<file path="config.mk">
export PLATFORM = sky130hd
export DESIGN_NAME = instr_mem_loader_flat
export DESIGN_NICKNAME = d
export VERILOG_FILES = /design/src/rtl/instr_mem_loader_pkg.sv /design/src/rtl/instr_mem_loader_if.sv /design/src/rtl/instr_mem_loader.sv /design/src/flat_wrapper.sv
export SDC_FILE = /design/constraint.sdc
export NUM_CORES = 1
export LEC_CHECK = 0
export BUFFER_PORTS_ARGS = -buffer_cell sky130_fd_sc_hd__buf_2
export CAP_MARGIN = 20
export CORE_ASPECT_RATIO = 1.25
export CORE_MARGIN = 4
export CORE_UTILIZATION = 59
export CTS_BUF_LIST = sky130_fd_sc_hd__clkbuf_4
export DETAILED_ROUTE_END_ITERATION = 12
export PLACE_DENSITY = 0.87
export REMOVE_ABC_BUFFERS = 1
export SKIP_CTS_REPAIR_TIMING = 1
export SLEW_MARGIN = 5
export SYNTH_ARGS = -nofsm -noshare
export SYNTH_HDL_FRONTEND = slang
export SYNTH_SLANG_ARGS = --single-unit
</file>
<file path="constraint.sdc">
create_clock -name clk -period 4 [get_ports clk]
set_input_delay 0.8 -clock clk [delete_from_list [all_inputs] [get_ports clk]]
set_output_delay 0.8 -clock clk [all_outputs]
set_load 0.02 [all_outputs]
</file>
<file path="src/rtl/instr_mem_loader_pkg.sv">
// ============================================================================
// Module : instr_mem_loader_pkg
// Brief  : Shared memory geometry and loader state encoding.
// Rev    : 1.0
// ============================================================================
`default_nettype none

package instr_mem_loader_pkg;

  localparam int ADDR_W    = 20;
  localparam int DATA_W    = 16;
  localparam int VEC_WORDS = 32;
  localparam int PROG_BASE = VEC_WORDS;

  typedef enum logic [2:0] {
    ST_IDLE  = 3'd0,
    ST_LOAD  = 3'd1,
    ST_WRITE = 3'd2,
    ST_DONE  = 3'd3,
    ST_ERR   = 3'd4
  } loader_state_t;

endpackage

`default_nettype wire

</file>
<file path="src/rtl/instr_mem_loader_if.sv">
// ============================================================================
// Module : instr_mem_loader_if
// Brief  : Control, word stream and instruction-memory write bundle.
// Rev    : 1.0
// ============================================================================
`default_nettype none

interface instr_mem_loader_if #(
  parameter int ADDR_W = 20,
  parameter int DATA_W = 16
);

  logic              start;
  logic              vec_mode;
  logic              in_valid;
  logic [DATA_W-1:0] in_data;
  logic              in_last;
  logic              in_ready;
  logic              mem_we;
  logic [ADDR_W-1:0] mem_addr;
  logic [DATA_W-1:0] mem_wdata;
  logic              fetch_hold;
  logic              done;
  logic              error;
  logic [ADDR_W-1:0] word_count;

  modport master (
    output start, vec_mode, in_valid, in_data, in_last,
    input  in_ready, mem_we, mem_addr, mem_wdata, fetch_hold, done, error, word_count
  );

  modport slave (
    input  start, vec_mode, in_valid, in_data, in_last,
    output in_ready, mem_we, mem_addr, mem_wdata, fetch_hold, done, error, word_count
  );

endinterface

`default_nettype wire

</file>
<file path="src/rtl/instr_mem_loader.sv">
// ============================================================================
// Module : instr_mem_loader
// Brief  : Streams a program or vector image into instruction memory.
// Rev    : 1.0
// ============================================================================
`default_nettype none

module instr_mem_loader
  import instr_mem_loader_pkg::*;
#(
  parameter int ADDR_W    = instr_mem_loader_pkg::ADDR_W,
  parameter int DATA_W    = instr_mem_loader_pkg::DATA_W,
  parameter int VEC_WORDS = instr_mem_loader_pkg::VEC_WORDS,
  parameter int WR_CYCLES = 1
) (
  input  wire logic       clk,
  input  wire logic       reset,
  instr_mem_loader_if.slave bus
);

  localparam int C_CYC_W = 4;

  loader_state_t     r_state;
  loader_state_t     w_state_next;
  logic [ADDR_W-1:0] r_addr;
  logic [ADDR_W-1:0] r_limit;
  logic [ADDR_W-1:0] r_count;
  logic [DATA_W-1:0] r_wdata;
  logic [C_CYC_W-1:0] r_cyc;
  logic              r_last;
  logic              r_vec;
  logic              r_hold;
  logic              r_done;
  logic              r_error;

  logic w_can_start;
  logic w_start;
  logic w_accept;
  logic w_cyc_last;

  assign w_can_start = (r_state == ST_IDLE) || (r_state == ST_DONE) || (r_state == ST_ERR);
  assign w_start     = w_can_start && bus.start;
  assign w_accept    = (r_state == ST_LOAD) && bus.in_valid;
  assign w_cyc_last  = (r_state == ST_WRITE) && (r_cyc == C_CYC_W'(WR_CYCLES - 1));

  always_ff @(posedge clk) begin
    if (reset) begin
      r_state <= ST_IDLE;
    end else begin
      r_state <= w_state_next;
    end
  end

  always_comb begin
    w_state_next = r_state;
    case (r_state)
      ST_IDLE, ST_DONE, ST_ERR: if (bus.start) w_state_next = ST_LOAD;
      ST_LOAD:                  if (bus.in_valid) w_state_next = ST_WRITE;
      ST_WRITE: begin
        if (w_cyc_last) begin
          if (r_last)                 w_state_next = ST_DONE;
          else if (r_addr == r_limit) w_state_next = ST_ERR;
          else                        w_state_next = ST_LOAD;
        end
      end
      default:                  w_state_next = ST_IDLE;
    endcase
  end

  always_ff @(posedge clk) begin
    if (reset) begin
      r_addr  <= '0;
      r_limit <= '0;
      r_count <= '0;
      r_wdata <= '0;
      r_cyc   <= '0;
      r_last  <= 1'b0;
      r_vec   <= 1'b0;
      r_hold  <= 1'b1;
      r_done  <= 1'b0;
      r_error <= 1'b0;
    end else if (w_start) begin
      r_addr  <= bus.vec_mode ? '0 : ADDR_W'(VEC_WORDS);
      r_limit <= bus.vec_mode ? ADDR_W'(VEC_WORDS - 1) : '1;
      r_vec   <= bus.vec_mode;
      r_count <= '0;
      r_hold  <= 1'b1;
      r_done  <= 1'b0;
      r_error <= 1'b0;
    end else if (w_accept) begin
      r_wdata <= bus.in_data;
      r_last  <= bus.in_last;
      r_cyc   <= '0;
    end else if (r_state == ST_WRITE) begin
      if (w_cyc_last) begin
        r_count <= r_count + ADDR_W'(1);
        if (r_last) begin
          r_done <= 1'b1;
          // A vector image is followed by a program image before fetch may run.
          r_hold <= r_vec;
        end else if (r_addr == r_limit) begin
          r_error <= 1'b1;
          r_hold  <= 1'b1;
        end else begin
          r_addr <= r_addr + ADDR_W'(1);
        end
      end else begin
        r_cyc <= r_cyc + C_CYC_W'(1);
      end
    end
  end

  assign bus.in_ready   = (r_state == ST_LOAD);
  assign bus.mem_we     = (r_state == ST_WRITE);
  assign bus.mem_addr   = r_addr;
  assign bus.mem_wdata  = r_wdata;
  assign bus.fetch_hold = r_hold;
  assign bus.done       = r_done;
  assign bus.error      = r_error;
  assign bus.word_count = r_count;

endmodule

`default_nettype wire

</file>
<file path="src/flat_wrapper.sv">
// flat-port wrapper written by rule: the top's interface ports become plain ports
module instr_mem_loader_flat import instr_mem_loader_pkg::*;
#(
  parameter int ADDR_W    = instr_mem_loader_pkg::ADDR_W,
  parameter int DATA_W    = instr_mem_loader_pkg::DATA_W,
  parameter int VEC_WORDS = instr_mem_loader_pkg::VEC_WORDS,
  parameter int WR_CYCLES = 1
)
  (clk, reset, bus_start, bus_vec_mode, bus_in_valid, bus_in_data, bus_in_last, bus_in_ready, bus_mem_we, bus_mem_addr, bus_mem_wdata, bus_fetch_hold, bus_done, bus_error, bus_word_count);
  instr_mem_loader_if #(.ADDR_W(ADDR_W), .DATA_W(DATA_W)) bus_i ();
  input  wire logic clk;
  input  wire logic reset;
  input wire logic [$bits(bus_i.start)-1:0] bus_start;
  input wire logic [$bits(bus_i.vec_mode)-1:0] bus_vec_mode;
  input wire logic [$bits(bus_i.in_valid)-1:0] bus_in_valid;
  input wire logic [$bits(bus_i.in_data)-1:0] bus_in_data;
  input wire logic [$bits(bus_i.in_last)-1:0] bus_in_last;
  output wire logic [$bits(bus_i.in_ready)-1:0] bus_in_ready;
  output wire logic [$bits(bus_i.mem_we)-1:0] bus_mem_we;
  output wire logic [$bits(bus_i.mem_addr)-1:0] bus_mem_addr;
  output wire logic [$bits(bus_i.mem_wdata)-1:0] bus_mem_wdata;
  output wire logic [$bits(bus_i.fetch_hold)-1:0] bus_fetch_hold;
  output wire logic [$bits(bus_i.done)-1:0] bus_done;
  output wire logic [$bits(bus_i.error)-1:0] bus_error;
  output wire logic [$bits(bus_i.word_count)-1:0] bus_word_count;
  assign bus_i.start = bus_start;
  assign bus_i.vec_mode = bus_vec_mode;
  assign bus_i.in_valid = bus_in_valid;
  assign bus_i.in_data = bus_in_data;
  assign bus_i.in_last = bus_in_last;
  assign bus_in_ready = bus_i.in_ready;
  assign bus_mem_we = bus_i.mem_we;
  assign bus_mem_addr = bus_i.mem_addr;
  assign bus_mem_wdata = bus_i.mem_wdata;
  assign bus_fetch_hold = bus_i.fetch_hold;
  assign bus_done = bus_i.done;
  assign bus_error = bus_i.error;
  assign bus_word_count = bus_i.word_count;
  instr_mem_loader #(.ADDR_W(ADDR_W), .DATA_W(DATA_W), .VEC_WORDS(VEC_WORDS), .WR_CYCLES(WR_CYCLES)) u_core (.clk(clk), .reset(reset), .bus(bus_i));
endmodule
</file>
# Word level (Yosys, flattened, before mapping)
# Index checks and enable logic that the tools add are counted.
# Widths: inputs -> output; s select.
# totals
reg_bits,88
in_bits,22
word_cells,69
# classes
n_addsub,3
n_eq_ne,12
n_mux,19
bitwise_logic,3
reduce_logical,21
# op_table
operator,n
$mux 20,7
$add 20x1->20 const B,2
$eq 20x20->1,1
$mux 3,5
$mux 4,3
$reduce_and 5->1,2
$pmux 3 s3,1
$reduce_and 3->1,3
$ne 2x1->1 const B,4
$reduce_and 4->1,2
$reduce_bool 2->1,4
$eq 3x2->1 const B,2
$mux 6,1
$ne 2x2->1 const B,3
$add 4x1->4 const B,1
$logic_not 4->1,1
$eq 3x1->1 const B,1
$eq 3x3->1 const B,1
$logic_and 1x1->1,3
$logic_not 3->1,1
$not 1->1,3
$reduce_or 3->1,1
$logic_or 1x1->1,2
$mux 1,2
2 further kinds,2

# Logic depth before layout (Yosys ltp)
# Gate-level depths: netlist of run 1.
# logic_depth
ltp_word,7
depth_mapped,10

# Worst setup path after synthesis of run 1
# OpenSTA, ideal clock, no wires.
# synth_path
path_type,register -> register
start,"register u_core.r_addr[12], in the netlist u_core.bus.mem_addr[12]"
end,register u_core.r_state[0]
arrival_ps,2025
setup_slack_ps,1843
path_stages_with_launch,8
path_cell_list,dfxtp_1 -> nand4_2 -> or3_4 -> a221oi_4 -> buf_8 -> nand2_4 -> o41ai_1 -> a21oi_1
# synth_between
elab_chain_len,5
# synth_lines
element,line,text
from (decl),instr_mem_loader.sv:25,logic [ADDR_W-1:0] r_addr;
from (signal assigned),instr_mem_loader.sv:83,r_addr <= bus.vec_mode ? '0 : ADDR_W'(VEC_WORDS);
from (signal assigned),instr_mem_loader.sv:105,r_addr <= r_addr + ADDR_W'(1);
$eq 20x20->1,instr_mem_loader.sv:62,else if (r_addr == r_limit) w_state_next = ST_ERR;
$mux 3,instr_mem_loader.sv:62,
$mux 3,instr_mem_loader.sv:61,if (r_last) w_state_next = ST_DONE;
$mux 3,instr_mem_loader.sv:60,if (w_cyc_last) begin
$pmux 3 s3,instr_mem_loader.sv:56,case (r_state)
to (signal assigned),instr_mem_loader.sv:50,r_state <= w_state_next;
to (decl),instr_mem_loader.sv:23,loader_state_t r_state;
# Every way passes these cells. The select of a mux whose other input is x is not followed.
# A chain may end at the register's enable or synchronous reset.

# Worst setup path in the final report of run 1
# layout_path
start,register u_core.r_cyc[0]
end,"register u_core.r_addr[7], in the netlist u_core.bus.mem_addr[7]"
# layout_between
elab_chain_len,4
# layout_lines
element,line,text
from (decl),instr_mem_loader.sv:29,logic [C_CYC_W-1:0] r_cyc;
from (signal assigned),instr_mem_loader.sv:108,r_cyc <= r_cyc + C_CYC_W'(1);
$logic_not 4->1,instr_mem_loader.sv:44,assign w_cyc_last = (r_state == ST_WRITE) && (r_cyc == C_CYC_W'(WR_CYCLES - 1));
$logic_and 1x1->1,instr_mem_loader.sv:44,
$reduce_bool 2->1 (no source line),-,
$reduce_and 5->1 (no source line),-,
# Every way passes these cells.

==> reports/results.tsv, run 1 <==
stage	metric	value	unit
setup_path	Levels on crit path	8	
route	DR vias/cell	5.66	
global_route	antenna violations before repair	0	
timing	Final Setup Violations	0	
timing	Final Skew	0.0193	ns
pwr	Logic pwr share	12.2	%
route	wire per inst	14.1	µm
setup_path	crit-path cells	inv_1, ha_1, nor3b_1, and2_1, nand2b_4, a2111oi_0, xnor2_1, nor2_1	
setup_path	Setup crit end kind	flip-flop	
finish	layout cell share with drive strength beyond 1	24.9	%
route	Routed WL	7590	µm
yosys	sequential area share after synthesis	42.0	%
floorplan	Rows	30	
setup_path	CP top delay family	simple AND/OR/NAND/NOR gates	
route	Detailed Route Iter0 Violations	174	
timing	Slew HR	32.2	%
setup_path	Critical Path AT	2.97	ns
pwr	Pwr Total	1.33	mW
pwr	Switch Pwr	0.381	mW
finish	most frequent cells in the layout	buf_2, dfxtp_1, nand2_1	
setup_path	Worst Path Buf+Inv	1	
floorplan	Initial Utilization	61.2	%
timing	Tightest Pin Transition	1.02	ns
timing	RSZ-0062 raised after global routing	false	
yosys	Synth Area in Compound Gates	16.3	%
floorplan	core area	5440	µm²
placement	port bufs	82	
yosys	ys async rst share	0	%
finish	P&R area growth vs syn	16.0	%
yosys	Post-Syn Area	3330	µm²
yosys	YS warnings	0	
finish	commonest non-fill, non-tap cell in the layout	buf_2	
run	max_cap viols	0	
yosys	post-synthesis simple-gate area fraction	26.6	%
placement	Routability Congestion	0.848	
worst_hold_path	Hold WC Path Type	reg -> reg	
cts	clk_lat worst skew	0.43	ns
pwr	Pwr Density	345	nW/µm²
global_route	first-pass GRT wire length	13100	µm
pwr	net switching fraction of the power	28.6	%
timing	Tcrit/Tclk final	66.9	%
setup_path	flop2flop setup slack	1.32	ns
cts	Max H-tree Level	3	
cts	Num CTS Buffers	9	
cts	root buf cell	clkbuf_4	
setup_path	Worst R2R Start	u_core.r_cyc[0]	
worst_hold_path	Hold EP	u_core.bus.mem_wdata[10]	
yosys	synth top area cells	dfxtp_1, nand2_1, nor2_1, xnor2_1, a21oi_1	
cts	Clock Path Buffers	2	
finish	Diodes inserted	0	
yosys	Post-synth EDFFs	0	
yosys	largest family of logic cells by synthesized area	simple AND/OR/NAND/NOR gates	
worst_hold_path	Hold Startpoint	u_core.bus.mem_wdata[10]	
finish	final net count	494	
yosys	XOR/XNOR share of the synthesized area	7.88	%
floorplan	chip height	92.0	µm
route	post-route ant nets	0	
yosys	adder-cell area share of the yosys netlist	1.50	%
setup_path	R2R cell count	8	
finish	Final Cell Area	3860	µm²
pwr	Seq pwr share	54.7	%
yosys	unique cell type count in the Yosys netlist	53	
cts	CTS tree	yes	
pwr	Int Power	0.950	mW
route	DR DRC count	0	
floorplan	Die Wd	75.2	µm
yosys	Most used DFF post-synth	dfxtp_1	
route	via count	3038	
yosys	top-area cell type share of the netlist area	42.0	%
worst_hold_path	cell count of the worst hold path	2	
pwr	Static Leak	1.53	nW
yosys	Mapped Cells	390	
floorplan	die area	6920	µm²
setup_path	critical path's largest stage delay	0.66	ns
pwr	Max VDD drop	266	µV
setup_path	WP data required	4.29	ns
cts	clk sinks	70	
finish	Util after Layout	71.0	%
yosys	Syn Area/Cell	8.55	µm²
yosys	largest area contributor in the netlist	dfxtp_1	
setup_path	worst-path fanout max	16	
yosys	#FFs+latches synth	70	
global_route	vias in the first global route	2994	
yosys	multiplexer share of the synthesized area	1.20	%
pwr	clock share of power	33.1	%
timing	FMAX	374	MHz
setup_path	Worst path slowest cell	a2111oi_0	
timing	Max Slew Vio Count	0	
timing	final hold violation count	0	
timing	final setup TNS	0	ns
setup_path	Setup crit start kind	flip-flop	
route	drt first pass iters	5	
timing	crit path time final	2.68	ns
placement	Area after DPL	3730	µm²
global_route	grt ovf	0	
setup_path	RR Endpoint	u_core.bus.mem_addr[7]	
outcome	status	completed	
setup_path	Setup CP Type	reg -> reg	
timing	final hold slack	0.460	ns
placement	Post-DP HPWL	5370	µm
global_route	Total GRT Usage	24.0	%
cts	Worst-path clk slew	0.11	ns
floorplan	# IOs	83	
global_route	pin count of the biggest net entering global routing	39	
## Yosys cell counts, types with 4 or more instances
library cell and number:
clkbuf_1 11, dfxtp_1 70, a21oi_1 33, nor3_1 7, inv_1 12, a2111oi_2 4
a211oi_1 5, xor2_1 10, o21ai_0 8, xnor2_1 20, a2111oi_0 4, mux2i_1 4
nand3_1 17, and3_1 4, or3_1 6, nor4_1 4, ha_1 4, nand2_1 59
nand4_1 9, and4_1 4, nor2_1 48, nor2b_1 5
## kinds of logic after synthesis
group	Yosys count
AO/OA/AOI/OAI	73
XOR/XNOR	30
adder cells (fa/ha/maj)	4
buffers and inverters	29
flip-flops	70
multiplexers	4
AND/OR/NAND/NOR	180
## final cells by class
cell class	count	area, µm²
multi-input cells	291	1780
fillers	437	1580
flip-flops and latches	70	1400
repair buffers	84	425
well taps	64	80.1
clock buffers	9	67.6
clock inverters	7	63.8
inverters	12	45.0
## worst reg2reg max path: cells and delay by family, from the launching register on
family	cells	cell delay, ns
adders and majority gates	1	0.14
buffers and inverters	1	0.09
AOI/OAI and AO/OA	1	0.67
and+or+nand+nor	4	1.13
xor gates and xnor gates	1	0.19
DFF	1	0.34
## sequential cells by signal, indices dropped and copies added, names as in the netlist, 2 cells and up
register               count
u_core.r_limit             2
u_core.r_cyc               4
u_core.bus.mem_wdata      16
u_core.bus.mem_addr       20
u_core.r_state             3
u_core.bus.word_count     20
## worst max path at each step
| stage | startpoint | to | slack, ns |
|---|---|---|---|
| after floorplan | u_core.bus.mem_addr[0] | u_core.bus.mem_addr[15] | 1.35 |
| after CTS | u_core.r_cyc[0] | u_core.bus.mem_addr[10] | 1.31 |
| final | u_core.r_cyc[0] | u_core.bus.mem_addr[7] | 1.32 |
| after global placement | u_core.bus.mem_addr[12] | u_core.bus.mem_addr[15] | 1.51 |
| after detailed placement | u_core.r_cyc[0] | u_core.bus.mem_addr[10] | 1.33 |
| after global routing | u_core.r_cyc[0] | u_core.bus.mem_addr[13] | 1.02 |
## power by group through the flow
stage	logic (mW)	clock network, mW	registers [mW]
6_report	0.162	0.441	0.728
5_1_grt	0.180	0.481	0.731
4_1_cts	0.162	0.449	0.728
3_5_place_dp	0.162	0	0.743
3_3_place_gp	0.158	0	0.742
2_1_floorplan	0.0966	0	0.753
## stage by stage
step | setup slack (ns) | instances
CTS | 1.31 | 537
global placement | 1.51 | 521
global route | 1.02 | 537
detailed placement | 1.33 | 521
finish | 1.32 | 537
floorplan | 1.35 | 373
## metal layers
layer | vias to the layer above | GRT usage (%) | part of all wire, %
met5 | - | 0 | 0
met4 | 0 | 10.2 | 1.9
met2 | 95 | 39.3 | 50
li1 | 1514 | - | -
met1 | 1417 | 28.4 | 41
met3 | 12 | 7.13 | 7.2
Note: power is estimated with default switching activity, not from simulation.
==> inputs of run 2 (changes only) <==
ABC_AREA = 1   (was not set)
CORE_UTILIZATION = 56   (was 59)
PLACE_DENSITY = 0.82   (was 0.87)
clock period = 2.5 ns   (was 4 ns; I/O delays follow)
==> run 2 against run 1 <==
Total power is 93% higher. Non-clock buffer count is 1 higher. Area after synthesis is 9.2% higher. Synthesized cell count is 38% higher. Final cell count is 32% higher. Worst hold slack worse by 0.16 ns. Die area is 14% higher. Setup slack worse by 0.84 ns. Sequential power is 72% higher. Flip-flop and latch count stayed put. Routed wire length is 19% higher. First-iteration DRC count is 9.8% higher. Highest routed layer unchanged.
==> reports/results.tsv, run 2 <==
stage	metric	value	unit	change
floorplan	Die Wd	80.1	µm	+6.5%
pwr	net switching fraction of the power	37.4	%	+8.8 points
floorplan	# IOs	83		unchanged
setup_path	R2R cell count	13		+5
timing	Final Setup Violations	0		unchanged
setup_path	WP data required	2.84	ns	-1.45 ns
timing	Slew HR	65.4	%	+33 points
finish	Diodes inserted	0		unchanged
cts	Num CTS Buffers	9		unchanged
yosys	most frequent cells after synthesis	nand2_1, nor2_1, dfxtp_1		
yosys	largest area contributor in the netlist	dfxtp_1		
global_route	grt ovf	0		unchanged
floorplan	chip height	98.1	µm	+6.6%
timing	Final Skew	0.0231	ns	+0.00390 ns
finish	commonest non-fill, non-tap cell in the layout	nand2_1		
cts	Clock Path Buffers	2		unchanged
yosys	synth top area cells	dfxtp_1, nand2_1, nor2_1, a21oi_1, nand3_1		
timing	RSZ-0062 raised after global routing	false		
timing	final hold violation count	0		unchanged
finish	most frequent cells in the layout	nand2_1, nor2_1, buf_2		
cts	Worst-path clk slew	0.13	ns	+0.02 ns
pwr	Logic pwr share	26.5	%	+14 points
pwr	Int Power	1.61	mW	+69%
worst_hold_path	Hold WC Path Type	in -> reg		
route	drt first pass iters	4		-1
placement	Area after DPL	4090	µm²	+9.4%
finish	area of the multi-input gates	1970	µm²	+11%
setup_path	Setup crit start kind	flip-flop		
cts	CTS tree	yes		
finish	layout cell share with drive strength beyond 1	20.5	%	-4.4 points
timing	Tightest Pin Transition	0.518	ns	-0.499 ns
finish	Filler Cell Count	601		+38%
route	Detailed Route Iter0 Violations	191		+9.8%
pwr	Max VDD drop	427	µV	+60%
pwr	Static Leak	1.77	nW	+16%
route	DR DRC count	0		unchanged
cts	Max H-tree Level	3		unchanged
finish	Util after Layout	67.2	%	-3.8 points
floorplan	core area	6250	µm²	+15%
pwr	clock share of power	24.7	%	-8.4 points
timing	final hold slack	0.300	ns	-0.159 ns
yosys	Most used DFF post-synth	dfxtp_1		
finish	FF+latch area	1400	µm²	unchanged
timing	Final WS setup	0.489	ns	-0.835 ns
yosys	Post-synth EDFFs	0		unchanged
global_route	vias in the first global route	3351		+12%
setup_path	Setup crit end kind	flip-flop		
timing	FMAX	497	MHz	+33%
cts	clk sinks	70		unchanged
setup_path	worst-path fanout max	12		-4
finish	final net count	645		+31%
placement	Routability Congestion	0.905		+6.8%
floorplan	Rows	32		+6.7%
pwr	Seq pwr share	48.8	%	-5.9 points
placement	Post-DP HPWL	6620	µm	+23%
worst_hold_path	cell count of the worst hold path	3		+1
route	via count	3710		+22%
cts	root buf cell	clkbuf_4		
route	Routed WL	9020	µm	+19%
yosys	Mapped Cells	540		+38%
setup_path	Setup CP Type	reg -> reg		
route	wire per inst	12.7	µm	-10%
yosys	#FFs+latches synth	70		unchanged
route	post-route ant nets	0		unchanged
timing	final setup TNS	0	ns	unchanged
timing	Max Slew Vio Count	0		unchanged
yosys	YS warnings	0		unchanged
pwr	Switch Pwr	0.959	mW	+150%
global_route	pin count of the biggest net entering global routing	22		-44%
global_route	Total GRT Usage	23.7	%	-0.29 points
global_route	first-pass GRT wire length	15100	µm	+15%
yosys	unique cell type count in the Yosys netlist	34		-36%
cts	clk_lat worst skew	0.44	ns	about the same
floorplan	die area	7860	µm²	+14%
floorplan	Initial Utilization	58.3	%	-3.0 points
route	DR vias/cell	5.23		-7.5%
yosys	most common cell in the netlist	nand2_1		
yosys	top-area cell type share of the netlist area	38.5	%	-3.5 points
finish	Final Cell Area	4200	µm²	+8.6%
yosys	Post-Syn Area	3640	µm²	+9.2%
yosys	ys async rst share	0	%	unchanged
timing	crit path time final	2.01	ns	-0.665 ns
placement	worst slack at placement	0.504	ns	-0.821 ns
pwr	Pwr Density	611	nW/µm²	+77%
finish	P&R area growth vs syn	15.4	%	
placement	port bufs	82		unchanged
yosys	sequential area share after synthesis	38.5	%	-3.5 points
setup_path	Critical Path AT	2.35	ns	-0.62 ns
timing	Tcrit/Tclk final	80.4	%	+14 points
outcome	status	completed		
run	max_cap viols	0		unchanged
global_route	antenna violations before repair	0		unchanged
yosys	Syn Area/Cell	6.74	µm²	-21%
==> run 2: cell types whose count changed after synthesis, sizes merged, moves of 5 or more <==
cell,change
nand3,+26
xnor2,-16
nand2,+61
o21ai,+22
nor3,+6
inv,+34
nor2,+67
nor2b,-5
or3,-7
a21oi,+5
a2111oi,-10
==> run 2: cell families (layout without fill, tap and decap cells) <==
kind of cell | Yosys count | count (layout) | share of synthesized area [%]
AO/OA/AOI/OAI | 79 | 79 | 11.2
XOR/XNOR | 18 | 18 | 4.33
adder cells (fa/ha/maj) | 4 | 4 | 1.38
buffers and inverters | 63 | 147 | 7.29
flip-flops | 70 | 70 | 38.5
AND/OR/NAND/NOR | 306 | 306 | 37.2
==> run 2: cell type report <==
| type | count | share of cell area [%] |
|---|---|---|
| clock buffers | 10 | 1.79 |
| repair buffers | 85 | 10.3 |
| multi-input cells | 407 | 47.0 |
| inverters | 46 | 4.11 |
| well taps | 85 | 2.53 |
| flip-flops and latches | 70 | 33.4 |
| clock inverters | 6 | 0.924 |
==> run 2: critical path: stages (launching register included) <==
cell,delay [ns]
dfxtp_1,0.33
inv_1,0.10
ha_1,0.15
nand2_1,0.05
nor2_1,0.14
nand2_2,0.21
inv_2,0.23
nand2_1,0.08
nor2_1,0.16
nand2_1,0.11
nor2_1,0.15
nand4_1,0.09
nand2_1,0.07
nor2_1,0.04
==> run 2: path summary, 6_finish.rpt <==
check	startpoint	end	slack (ns)
setup reg to reg	u_core.r_cyc[0]	u_core.bus.word_count[15]	0.49
hold reg to reg	u_core.bus.error	u_core.bus.error	0.48
setup / recovery	u_core.r_cyc[0]	u_core.bus.word_count[15]	0.49
hold / removal	bus_in_data[3]	u_core.bus.mem_wdata[3]	0.30
==> run 2: routing by layer <==
| layer | share of wire (%) | vias up | track usage (%) |
|---|---|---|---|
| li1 | - | 1907 | - |
| met1 | 41 | 1672 | 28.8 |
| met2 | 51 | 114 | 40.1 |
| met3 | 6.2 | 17 | 4.89 |
| met4 | 2.5 | 0 | 9.49 |
| met5 | 0 | - | 0 |
==> run 2: metrics by stage <==
step | power [mW] | cells
CTS | 2.59 | 709
finish | 2.56 | 709
detailed placement | 1.96 | 693
global placement | 1.94 | 693
floorplan | 1.75 | 523
global route | 2.72 | 709
==> run 2: power groups by stage <==
stage / combinational [mW] / sequential [mW] / clock (mW)
5_1_grt: 0.758 / 1.26 / 0.697
3_5_place_dp: 0.683 / 1.28 / 0
3_3_place_gp: 0.668 / 1.27 / 0
6_report: 0.680 / 1.25 / 0.632
4_1_cts: 0.684 / 1.25 / 0.650
2_1_floorplan: 0.412 / 1.33 / 0
==> inputs of run 3 (changes only) <==
CORE_UTILIZATION = 51   (was 56)
PLACE_DENSITY = 0.79   (was 0.82)
clock period = 1.75 ns   (was 2.5 ns; I/O delays follow)
==> run 3 against run 2 <==
Final cell count is 5.5% higher. Core utilization is 1.1 points lower. Register-to-register slack got worse by 0.44 ns. Worst hold slack worse by 0.15 ns. Count of clock-buffer cells in the layout shrank 1. Largest cell class unchanged. Total power increased by 48%. Global-route usage is 0.41 points lower. Critical path type unchanged. Sequential share of layout area down 2.3 points.
==> reports/results.tsv, run 3 (synthesis gave the netlist of run 2 again) <==
stage	metric	value	unit	change
outcome	status	completed		
setup_path	Setup crit start kind	flip-flop		
finish	Diodes inserted	0		unchanged
timing	final hold violation count	0		unchanged
setup_path	Worst Path Buf+Inv	3		+1
cts	Max H-tree Level	3		unchanged
global_route	pin count of the biggest net entering global routing	22		unchanged
setup_path	critical path's largest stage delay	0.35	ns	+0.02 ns
floorplan	Die Wd	83.5	µm	+4.3%
finish	FF+latch area	1420	µm²	+1.6%
global_route	grt ovf	0		unchanged
setup_path	Critical Path AT	2.02	ns	-0.33 ns
finish	final net count	679		+5.3%
cts	CTS tree	yes		
finish	Filler Cell Count	599		-0.33%
setup_path	CP top delay family	simple AND/OR/NAND/NOR gates		
setup_path	Setup CP Type	reg -> reg		
placement	Routability Congestion	1.01		+11%
cts	Num CTS Buffers	9		unchanged
timing	Slew HR	69.3	%	+3.9 points
timing	Final Setup Violations	0		unchanged
timing	FMAX	590	MHz	+19%
setup_path	worst-path fanout max	4		-8
finish	Final Non-Filler Cells	748		+5.5%
floorplan	chip height	102	µm	+4.4%
run	max_cap viols	0		unchanged
setup_path	Worst path slowest cell	dfxtp_2		
setup_path	CP most frequent cell	nand2_4		
route	post-route ant nets	0		unchanged
finish	P&R area growth vs syn	26.0	%	
timing	Tightest Pin Transition	0.460	ns	-0.0584 ns
route	Detailed Route Iter0 Violations	203		+6.3%
cts	clk_lat worst skew	0.43	ns	about the same
global_route	Total GRT Usage	23.3	%	-0.41 points
route	DR DRC count	0		unchanged
global_route	vias in the first global route	3689		+10%
floorplan	core area	6930	µm²	+11%
pwr	Max VDD drop	663	µV	+55%
setup_path	WP data required	2.07	ns	-0.77 ns
setup_path	Setup crit end kind	flip-flop		
floorplan	Rows	34		+6.3%
floorplan	Initial Utilization	52.5	%	-5.8 points
finish	commonest non-fill, non-tap cell in the layout	nand2_1		
cts	Worst-path clk slew	0.14	ns	about the same
placement	port bufs	82		unchanged
timing	Max Slew Vio Count	0		unchanged
cts	Clock Path Buffers	2		unchanged
route	Routed WL	10000	µm	+11%
floorplan	# IOs	83		unchanged
route	DR vias/cell	5.17		-1.2%
global_route	antenna violations before repair	0		unchanged
route	via count	3867		+4.2%
worst_hold_path	cell count of the worst hold path	3		unchanged
timing	RSZ-0062 raised after global routing	true		
timing	crit path time final	1.70	ns	-0.315 ns
cts	clk sinks	70		unchanged
pwr	Static Leak	2.00	nW	+13%
placement	worst slack at placement	0.0369	ns	-0.467 ns
timing	final hold slack	0.153	ns	-0.147 ns
timing	Tcrit/Tclk final	96.9	%	+16 points
cts	root buf cell	clkbuf_4		
pwr	Pwr Density	831	nW/µm²	+36%
finish	area of the multi-input gates	2060	µm²	+4.5%
timing	Final WS setup	0.0537	ns	-0.435 ns
timing	Final Skew	0.0212	ns	-0.00191 ns
route	wire per inst	13.4	µm	+5.4%
finish	most frequent cells in the layout	nand2_1, nor2_1, buf_2		
finish	layout cell share with drive strength beyond 1	28.9	%	+8.4 points
worst_hold_path	Hold WC Path Type	in -> reg		
setup_path	R2R cell count	12		-1
global_route	first-pass GRT wire length	16200	µm	+7.2%
setup_path	Levels on crit path	12		-1
route	drt first pass iters	5		+1
placement	# placed instances	729		+5.2%
placement	Post-DP HPWL	7530	µm	+14%
floorplan	die area	8560	µm²	+8.9%
setup_path	crit-path cells	inv_2, ha_4, nand2_4, nor2_4, nand2_4, inv_4, nand3_4, nor3_4, buf_4, nand4_1, nand2_1, nor2_1		
==> run 3: area by class of cell <==
class                      count  share of cell area (%)
clock buffer                   9                    1.47
tap                           90                    2.46
multi-input combinational    407                    45.0
sequential                    70                    31.1
inverter                      46                    3.82
timing repair buffer         119                    15.0
clock inverter                 7                    1.20
==> run 3: worst paths after layout <==
| path | slack (ns) | to | startpoint |
|---|---|---|---|
| hold reg to reg | 0.48 | u_core.bus.word_count[5] | u_core.bus.word_count[5] |
| setup / recovery | 0.05 | u_core.bus.word_count[14] | u_core.r_cyc[0] |
| hold / removal | 0.15 | u_core.bus.mem_wdata[15] | bus_in_data[15] |
| setup reg to reg | 0.05 | u_core.bus.word_count[14] | u_core.r_cyc[0] |
==> run 3: power by group <==
group / total (mW) / leakage (nW) / switching, mW / internal, mW
clock network: 0.947 / 0.0633 / 0.642 / 0.305
logic: 1.07 / 1.36 / 0.721 / 0.354
registers: 1.79 / 0.575 / 0.0800 / 1.71
==> run 3: worst register-to-register path: stages (launching register included) <==
cell	delay (ns)
dfxtp_2	0.35
inv_2	0.07
ha_4	0.15
nand2_4	0.05
nor2_4	0.14
nand2_4	0.09
inv_4	0.09
nand3_4	0.07
nor3_4	0.24
buf_4	0.15
nand4_1	0.07
nand2_1	0.08
nor2_1	0.04
==> run 3: metrics by stage <==
stage                     util [%]  total power [mW]  area [µm²]   TNS, ns
final                         66.1              3.81        4580         0
after global routing          66.1              4.04        4580    -0.192
after CTS                     64.1              3.81        4450  -0.00730
after detailed placement      62.4              2.87        4320         0
after global placement        62.4              2.84        4320         0
after floorplan                  -              2.49        3550     -3.32
==> run 3: per-layer routing <==
layer / GRT usage [%] / vias to the layer above / wire [µm]
met5: 0 / - / 0
met4: 12.4 / 0 / 311
met3: 5.00 / 25 / 545
met2: 41.7 / 119 / 5080
met1: 26.0 / 1753 / 4090
li1: - / 1970 / -
